===== src/rtl/betting_round_ctrl.sv =====
// Four-player betting round controller: tracks stacks, per-round contributions,
// folds and the pot, and sequences turns until the round closes or one player remains.
//
// state   | meaning
// IDLE    | between rounds; accepts award_valid and round_start
// BETTING | players act in turn; busy is high
// CLOSE   | one-cycle wrap-up carrying the round_done or hand_over pulse
module betting_round_ctrl #(
  parameter logic [7:0] START_STACK = 8'd100,
  parameter logic [7:0] RAISE_AMT   = 8'd10
) (
  input  logic       clk,
  input  logic       reset_d,
  input  logic       round_start,
  input  logic       act_valid,
  input  logic [1:0] act_code,
  input  logic       award_valid,
  input  logic [1:0] award_player,
  output logic [1:0] cur_player,
  output logic [7:0] cur_stack,
  output logic [7:0] to_call,
  output logic [9:0] pot,
  output logic [3:0] active_mask,
  output logic       busy,
  output logic       round_done,
  output logic       hand_over,
  output logic [1:0] winner
);

  typedef enum logic [1:0] {
    S_IDLE    = 2'd0,
    S_BETTING = 2'd1,
    S_CLOSE   = 2'd2
  } state_t;

  localparam logic [1:0] ACT_CALL  = 2'b00;
  localparam logic [1:0] ACT_RAISE = 2'b01;
  localparam logic [1:0] ACT_FOLD  = 2'b10;
  localparam logic [1:0] ACT_RSV   = 2'b11;
  localparam logic [9:0] TOTAL_CHIPS = {START_STACK, 2'b00};

  state_t     state_q, state_d;
  logic [7:0] stack_q   [4];
  logic [7:0] stack_d   [4];
  logic [7:0] contrib_q [4];
  logic [7:0] contrib_d [4];
  logic [3:0] acted_q, acted_d;
  logic [3:0] active_q, active_d;
  logic [7:0] bet_q, bet_d;
  logic [9:0] pot_q, pot_d;
  logic [1:0] cur_q, cur_d;
  logic [1:0] winner_q, winner_d;
  logic       round_done_q, round_done_d;
  logic       hand_over_q, hand_over_d;
  logic       restore_q, restore_d;

  logic [7:0] tc;
  logic [7:0] need;
  logic [7:0] pay;
  logic [3:0] elig;
  logic [1:0] pick;
  logic       all_ok;
  logic [9:0] chip_sum;

  function automatic logic [1:0] lowest_set(input logic [3:0] m);
    lowest_set = 2'd0;
    for (int i = 3; i >= 0; i--) begin
      if (m[i]) lowest_set = 2'(i);
    end
  endfunction

  // Closest eligible seat after 'from'; stays on 'from' if nobody else qualifies.
  function automatic logic [1:0] next_after(input logic [1:0] from, input logic [3:0] m);
    logic [1:0] idx;
    next_after = from;
    for (int k = 3; k >= 1; k--) begin
      idx = from + 2'(k);
      if (m[idx]) next_after = idx;
    end
  endfunction

  always_ff @(posedge clk or posedge reset_d) begin
    if (reset_d) begin
      state_q      <= S_IDLE;
      for (int i = 0; i < 4; i++) begin
        stack_q[i]   <= START_STACK;
        contrib_q[i] <= '0;
      end
      acted_q      <= '0;
      active_q     <= 4'hF;
      bet_q        <= '0;
      pot_q        <= '0;
      cur_q        <= '0;
      winner_q     <= '0;
      round_done_q <= 1'b0;
      hand_over_q  <= 1'b0;
      restore_q    <= 1'b0;
    end else begin
      state_q      <= state_d;
      for (int i = 0; i < 4; i++) begin
        stack_q[i]   <= stack_d[i];
        contrib_q[i] <= contrib_d[i];
      end
      acted_q      <= acted_d;
      active_q     <= active_d;
      bet_q        <= bet_d;
      pot_q        <= pot_d;
      cur_q        <= cur_d;
      winner_q     <= winner_d;
      round_done_q <= round_done_d;
      hand_over_q  <= hand_over_d;
      restore_q    <= restore_d;
    end
  end

  always_comb begin
    state_d      = state_q;
    stack_d      = stack_q;
    contrib_d    = contrib_q;
    acted_d      = acted_q;
    active_d     = active_q;
    bet_d        = bet_q;
    pot_d        = pot_q;
    cur_d        = cur_q;
    winner_d     = winner_q;
    restore_d    = restore_q;
    round_done_d = 1'b0;
    hand_over_d  = 1'b0;
    tc           = '0;
    need         = '0;
    pay          = '0;
    elig         = '0;
    pick         = '0;
    all_ok       = 1'b1;

    unique case (state_q)
      S_IDLE: begin
        // The award lands first so a same-cycle round_start sees the paid-out stacks.
        if (award_valid) begin
          stack_d[award_player] = stack_q[award_player] + pot_q[7:0];
          pot_d     = '0;
          active_d  = 4'hF;
          restore_d = 1'b0;
        end
        if (round_start) begin
          for (int i = 0; i < 4; i++) contrib_d[i] = '0;
          acted_d = '0;
          bet_d   = '0;
          if (restore_q) active_d = 4'hF;
          restore_d = 1'b0;
          for (int i = 0; i < 4; i++) elig[i] = active_d[i] && (stack_d[i] != 8'd0);
          if (elig == 4'd0) begin
            state_d      = S_CLOSE;
            round_done_d = 1'b1;
          end else begin
            state_d = S_BETTING;
            cur_d   = lowest_set(elig);
          end
        end
      end

      S_BETTING: begin
        if (act_valid && act_code != ACT_RSV) begin
          tc   = bet_q - contrib_q[cur_q];
          need = bet_q + RAISE_AMT - contrib_q[cur_q];
          pay  = (stack_q[cur_q] < tc) ? stack_q[cur_q] : tc;
          // An unaffordable raise degrades to a call.
          if (act_code == ACT_RAISE && stack_q[cur_q] >= need) begin
            pay     = need;
            bet_d   = bet_q + RAISE_AMT;
            acted_d = '0;
          end
          if (act_code == ACT_FOLD) begin
            pay             = '0;
            active_d[cur_q] = 1'b0;
          end
          acted_d[cur_q]   = 1'b1;
          stack_d[cur_q]   = stack_q[cur_q] - pay;
          contrib_d[cur_q] = contrib_q[cur_q] + pay;
          pot_d            = pot_q + {2'b00, pay};

          // All-in players count as acted and matched.
          for (int i = 0; i < 4; i++) begin
            elig[i] = active_d[i] && (stack_d[i] != 8'd0);
            if (elig[i] && (!acted_d[i] || contrib_d[i] != bet_d)) all_ok = 1'b0;
          end

          if (act_code == ACT_FOLD && $countones(active_d) == 1) begin
            pick          = lowest_set(active_d);
            stack_d[pick] = stack_d[pick] + pot_d[7:0];
            pot_d         = '0;
            winner_d      = pick;
            hand_over_d   = 1'b1;
            restore_d     = 1'b1;
            state_d       = S_CLOSE;
          end else if (all_ok) begin
            round_done_d = 1'b1;
            state_d      = S_CLOSE;
          end else begin
            cur_d = next_after(cur_q, elig);
          end
        end
      end

      S_CLOSE: state_d = S_IDLE;

      default: state_d = S_IDLE;
    endcase
  end

  assign cur_player  = cur_q;
  assign cur_stack   = stack_q[cur_q];
  assign to_call     = bet_q - contrib_q[cur_q];
  assign pot         = pot_q;
  assign active_mask = active_q;
  assign busy        = (state_q == S_BETTING);
  assign round_done  = round_done_q;
  assign hand_over   = hand_over_q;
  assign winner      = winner_q;

  always_comb begin
    chip_sum = pot_q;
    for (int i = 0; i < 4; i++) chip_sum = chip_sum + {2'b00, stack_q[i]};
  end

  chip_conservation: assert property (@(posedge clk) disable iff (reset_d) chip_sum == TOTAL_CHIPS);

endmodule


===== config.mk =====
export PLATFORM = sky130hd
export DESIGN_NAME = betting_round_ctrl
export DESIGN_NICKNAME = d
export VERILOG_FILES = /design/src/rtl/betting_round_ctrl.sv
export SDC_FILE = /design/constraint.sdc
export NUM_CORES = 1
export LEC_CHECK = 0
export CAP_MARGIN = 20
export CELL_PAD_IN_SITES_DETAIL_PLACEMENT = 0
export CELL_PAD_IN_SITES_GLOBAL_PLACEMENT = 2
export CORE_UTILIZATION = 40
export CTS_BUF_LIST = sky130_fd_sc_hd__clkbuf_2
export CTS_CLUSTER_SIZE = 40
export DETAILED_ROUTE_END_ITERATION = 10
export GPL_TIMING_DRIVEN = 0
export PLACE_DENSITY = 0.9
export SLEW_MARGIN = 10
export SYNTH_ARGS = -nofsm -noshare
export SYNTH_HDL_FRONTEND = slang
export SYNTH_SLANG_ARGS = --single-unit

===== constraint.sdc =====
create_clock -name clk -period 11.27 [get_ports clk]
set_input_delay 2.8175 -clock clk [delete_from_list [all_inputs] [get_ports clk]]
set_output_delay 2.8175 -clock clk [all_outputs]
set_load 0.02 [all_outputs]

==> flow_summary.json <==
{
  "via_per_inst": 6.31,
  "netlist_area_mm2": 0.0100,
  "critPathTopFamily": "compound AO/OA/AOI/OAI gates",
  "place_congestion": 1.00,
  "fp.dieW_um": 160,
  "critical_path_class": "reg -> reg",
  "reg2reg_from": "cur_player[0]",
  "critPathBufInv": 6,
  "cts_tree": "yes",
  "ys_ff_latch": 98,
  "synthAdderAreaFrac_pct": 10.3,
  "synth-xor-area-share_pct": 7.59,
  "finalHoldViolations": 0,
  "syn-instance-count": 1170,
  "muxShareOfSynthArea_pct": 10.7,
  "grt_use_met2_pct": 45.0,
  "r2r_cells": 35,
  "max_slew_margin_pct": 30.0,
  "grt_most_used_layer": "met2",
  "hold_path_end": "winner[1]",
  "cts.sinks": 98,
  "cts_resized": 0,
  "yosysSeqAreaShare_pct": 24.7,
  "routed_wl_um": 38400,
  "drt-initial-drc-count": 1090,
  "fin_area_mm2": 0.0111,
  "grt_use_met1_pct": 44.0,
  "htree_levels": 3,
  "grt_overflow": 0,
  "worstPathMaxFanout": 10,
  "area_delta_synth_final_pct": 10.3,
  "grt_use_total_pct": 30.2,
  "arrival_ns": 11.24,
  "grt_pass1_vias": 9351,
  "final_layout_size_suffix_gt1_share_pct": 8.11,
  "routedWlPerCell_um": 24.7,
  "postSynthAreaPerCell_um2": 8.56,
  "setup-tns-final_ns": 0,
  "worstHoldPathCells": 1,
  "port-buffer-count": 45,
  "clk_pin_slew_ns": 0.34,
  "tightest_slew_ns": 1.05,
  "cts_buffer_depth": 2,
  "dieArea_mm2": 0.0257,
  "status": "finished clean",
  "min_path_type": "reg -> reg",
  "min_from": "winner[1]",
  "fin_crit_sh_pct": 94.6,
  "hpwlAfterDp_um": 30000,
  "antenna_found_initial": 1,
  "crit_required_ns": 11.85,
  "cts-hold-fix-buffers": 0,
  "async_reset_ff_share_pct": 100,
  "groute.layer.met3.usage_pct": 6.31,
  "r2r_end": "stack_q[31]",
  "clock_latency_ns": 0.67,
  "detail-route-antenna-nets": 0,
  "cap_viol_max_count": 0,
  "fmax_ghz": 0.0938,
  "cts_buffers": 9,
  "skew_ns": 0.0613,
  "dpl-instance-area_mm2": 0.0109,
  "fp.dieH_um": 160,
  "nets": 1315,
  "remaining_drc_errors": 0,
  "cts_root_buf": "clkbuf_2",
  "start_util_pct": 41.0,
  "grt_pass1_wl_um": 58500,
  "cp-start-kind": "register",
  "setup_viol": 0,
  "ys_warn_count": 0,
  "synthFlopType": "dfrtp_1",
  "dr.pass1.iters": 6,
  "syn_nets": 1257,
  "synth_edf_count": 0,
  "synth-compound-area-share_pct": 25.0,
  "rows": 57,
  "critPathSlowestCell": "clkbuf_1",
  "vias": 9829,
  "max_stage_delay_ns": 0.79,
  "slew_violations": 0,
  "post-cts-setup-buffer-count": 0,
  "fillers": 2411,
  "ioPinCount": 46,
  "yosys.area_share.simple_pct": 16.3,
  "core-area_mm2": 0.0245,
  "worstSetupEndpointType": "register",
  "grt_max_degree": 85,
  "synth_top_family_by_area": "compound AO/OA/AOI/OAI gates",
  "period_needed_ns": 10.66,
  "yosysUniqueCellTypes": 85,
  "r2r_slack_ns": 0.61,
  "rsz0062_at_grt": "no"
}
[cell usage in the layout, fill, tap and decap left out, types with 7 or more instances in the layout]
master and n:
o21ai_0 81, nor2_1 71, nand2b_1 14, o22ai_1 23
a22oi_1 9, a211oi_1 10, a21oi_1 82, mux2_2 8
nand3_1 24, buf_1 7, mux4_2 25, nor4_1 9
fa_1 8, xnor2_1 48, a31oi_1 22, mux2i_1 40
ha_1 70, o21bai_1 10, nand2_1 120, a21o_1 19
a32o_1 7, nor2b_1 18, clkdlybuf4s50_1 45, o21ai_1 7
nor3_1 17, a22o_1 46, dfrtp_1 82, and2_1 12
xor2_1 32, clkbuf_2 10, dfstp_2 16, inv_1 64
clkbuf_1 42
[through the flow]
step / instances / worst slack, ns / hold slack (ns) / utilization (%)
detailed placement: 1540 / 0.831 / 0.469 / 44.6
finish: 1558 / 0.607 / 0.518 / 45.2
global placement: 1539 / 0.808 / 0.465 / 44.5
floorplan: 1170 / 2.99 / 0.446 / -
global route: 1558 / 0.0131 / 0.549 / 45.2
CTS: 1556 / 0.768 / 0.525 / 45.2
[cell usage after synthesis (12+ instances only)]
cell | count | area [um^2]
ha_1 | 70 | 876
inv_1 | 65 | 244
xor2_1 | 32 | 280
a31oi_1 | 22 | 138
dfstp_2 | 16 | 420
nor2b_1 | 18 | 113
nor3_1 | 17 | 85.1
nor2_1 | 71 | 267
nand2b_1 | 14 | 87.6
dfrtp_1 | 82 | 2050
mux2i_1 | 40 | 400
a22o_1 | 46 | 403
nand3_1 | 24 | 120
clkbuf_1 | 42 | 158
and2_1 | 12 | 75.1
nand2_1 | 120 | 450
a21o_1 | 19 | 143
mux4_2 | 25 | 563
o22ai_1 | 23 | 144
o21ai_0 | 81 | 405
xnor2_1 | 48 | 420
a21oi_1 | 82 | 410
[layout make-up]
cell class              instances  area, um^2  share of cell area, %
multi-input cells             946        7000                   63.3
flip-flops and latches         98        2470                   22.4
repair buffers                 47         483                   4.37
well taps                     324         405                   3.67
plain buffers                  58         289                   2.61
inverters                      68         260                   2.35
clock inverters                 6        90.1                  0.815
clock buffers                  10        50.0                  0.453
diodes                          1        2.50                 0.0226
[worst max path at each step]
stage	start	to	cells after the start
global placement	cur_player[0]	stack_q[31]	35
finish	cur_player[0]	stack_q[31]	35
detailed placement	cur_player[0]	stack_q[31]	35
floorplan	cur_player[0]	stack_q[31]	37
global route	cur_player[0]	stack_q[31]	38
CTS	cur_player[0]	cur_player[1]	31
[registers in the layout, summed over array words and instances (netlist names), 2 cells and up]
| name | cells |
|---|---|
| contrib_q | 32 |
| stack_q | 32 |
| pot | 10 |
| bet_q | 7 |
| acted_q | 4 |
| active_mask | 4 |
| cur_player | 2 |
| state_q | 2 |
| winner | 2 |
[kinds of logic (layout without fill, tap and decap cells)]
kind of cell	Yosys count	in the layout
XOR/XNOR	83	83
AND/OR/NAND/NOR	333	333
other	0	1
buffers and inverters	126	189
flip-flops	98	98
multiplexers	74	74
AO/OA/AOI/OAI	378	378
adder cells (fa/ha/maj)	78	78
[per-layer routing]
layer  vias to the layer above  routed length, um  share of wire [%]
met3                        72               3590                9.3
met5                         -                  0                  0
met4                         0                790                2.1
met2                       498              16600                 43
li1                       4441                  -                  -
met1                      4818              17500                 45
Power is left out: the tool's default activity adds up to more than one toggle a clock period on the data nets, which glitch-free logic cannot reach.
==> RTL change (same settings) <==
`START_STACK`: 8'd100 -> 8'd75.
--- a/src/rtl/betting_round_ctrl.sv
+++ b/src/rtl/betting_round_ctrl.sv
@@ -6,7 +6,7 @@
 // BETTING | players act in turn; busy is high
 // CLOSE   | one-cycle wrap-up carrying the round_done or hand_over pulse
 module betting_round_ctrl #(
-  parameter logic [7:0] START_STACK = 8'd100,
+  parameter logic [7:0] START_STACK = 8'd75,
   parameter logic [7:0] RAISE_AMT   = 8'd10
 ) (
   input  logic       clk,
Check against the original RTL: not equivalent (Yosys sat finds a counterexample within 4 cycles, from zero or initial values and one cycle with reset_d high).
==> RTL change against the unedited design <==
  * Design area fell by 0.22%
  * Count of clock-buffer cells in the layout is 1 higher
  * Setup slack better by 780 ps
  * Area after synthesis is essentially flat
  * Routed wire length down 1.6%
  * Critical endpoint is now cur_player[1]
  * Core utilization decreased by 0.097 points
  * Cell count up 0.13%
  * Via count shrank 1.5%
  * Sequential cell count is the same
  * Sequential share of layout area grew 0.094 points
  * Highest routed layer unchanged
  * Clock skew shrank 17 ps
Power is not shown: default switching activity piles up to over one toggle a cycle in this logic, so the estimate is an artifact.
==> RTL change: results <==
metrics = {
    "run_status": {
        "status": "finished clean",
    },
    "clock_tree": {
        "clk-insertion-delay-late_ps": 640,
        "cts_root_buffer": "clkbuf_2",
        "clockBufferDepth": 2,
        "cts_setup_buffers": 0,
        "clk_transition_reported_paths_ps": 290,
    },
    "synthesis": {
        "synth.distinct_cells": 85,
        "mappedNetlistNets": 1257,
        "ys_top_cells_by_area": "dfrtp_1 19%, ha_1 8.7%, mux4_2 5.6%",
        "synth-seq-area-share": 0.247,
        "synthTopCellsByCount": "120 x nand2_1, 82 x a21oi_1, 81 x o21ai_0",
        "async_reset_ff_frac": 1.00,
    },
    "global_route": {
        "grt_use_total": 0.299,
        "grt_pass1_vias": 9354,
        "grt_pass1_wl_um": 57900,
        "grt_max_degree": 84,
        "antenna_found_initial": 1,
    },
    "placed_design": {
        "port-buffer-count": 45,
        "gp_congestion": 1.02,
        "dpl.hpwl_um": 29900,
    },
    "route": {
        "vias": 9681,
        "m1WireLength_um": 17700,
        "dr.pass1.iters": 5,
        "wl_per_cell_um": 24.2,
        "highest_layer": "met4",
        "wl_met2_um": 16300,
        "wl_met3_um": 3060,
        "drt_iter0_markers": 1153,
    },
    "final_layout": {
        "drive_gt1_frac": 0.0837,
        "fill_cells": 2466,
    },
    "setup_path": {
        "critPathSlowestCell": "dfrtp_1",
        "r2r_cells": 30,
        "crit_fanout": 19,
        "r2r_end": "cur_player[1]",
        "r2r-start": "cur_player[0]",
        "r2r_slack_ps": 1380,
        "slowest_delay_ps": 740,
        "arrival_ps": 10460,
    },
    "timing": {
        "clock_skew_ps": 44.1,
        "worstMarginPinSlew_ps": 1140,
    },
    "worst_hold_path": {
        "min_to": "winner[1]",
    },
}
==> RTL change: cell types whose count changed in the layout (fill, tap and decap cells not counted) <==
cell	unedited run	this run
dfstp_2	16	20
dfrtp_1	82	78
clkinv_2	1	2
clkbuf_2	10	11
clkinvlp_4	1	2
clkinv_4	1	0
buf_2	2	1
bufinv_16	2	1
diode_2	1	5
clkbuf_1	42	41
inv_6	2	1
==> RTL change: how the worst max path moves through the flow <==
stage | from | end | slack (ps)
2_1_floorplan | cur_player[0] | stack_q[31] | 2990
4_1_cts | cur_player[0] | cur_player[1] | 720
3_5_place_dp | cur_player[0] | cur_player[1] | 800
5_1_grt | cur_player[0] | stack_q[31] | 740
3_3_place_gp | cur_player[0] | cur_player[1] | 860
6_report | cur_player[0] | cur_player[1] | 1380
==> RTL change: cell families after synthesis <==
group | count (synthesis) | share of synthesized area
adder cells (fa/ha/maj) | 78 | 0.103
flip-flops | 98 | 0.247
buffers and inverters | 126 | 0.0543
multiplexers | 74 | 0.107
AO/OA/AOI/OAI | 378 | 0.250
XOR/XNOR | 83 | 0.0759
AND/OR/NAND/NOR | 333 | 0.163
==> RTL change: final cells by class <==
| class | instances | area share |
|---|---|---|
| well taps | 324 | 0.0367 |
| clock inverters | 5 | 0.00499 |
| plain buffers | 57 | 0.0259 |
| diodes | 5 | 0.00113 |
| multi-input cells | 946 | 0.635 |
| flip-flops and latches | 98 | 0.225 |
| repair buffers | 46 | 0.0433 |
| inverters | 68 | 0.0236 |
| clock buffers | 11 | 0.00499 |
==> RTL change: stage by stage <==
stage	worst slack, ps	area, um^2	hold slack [ps]	cells
2_1_floorplan	2990	10000	446	1170
3_3_place_gp	863	10900	464	1539
3_5_place_dp	802	10900	474	1540
4_1_cts	725	11000	522	1556
5_1_grt	735	11000	561	1560
6_report	1380	11000	522	1560
==> RTL change: per-layer routing <==
layer | global-route usage | up-vias
li1 | - | 4453
met1 | 0.431 | 4783
met2 | 0.448 | 399
met3 | 0.0695 | 46
met4 | 0.0745 | 0
met5 | 0 | -
==> RTL change: worst register-to-register path: cells and delay by family, from the launching register on <==
family | cells | cell delay [ps]
mux | 2 | 950
xor+xnor | 1 | 180
fa+ha+maj | 3 | 1070
buf+inv | 5 | 1440
simple gates | 4 | 980
compound gates | 15 | 4490
flops | 1 | 740
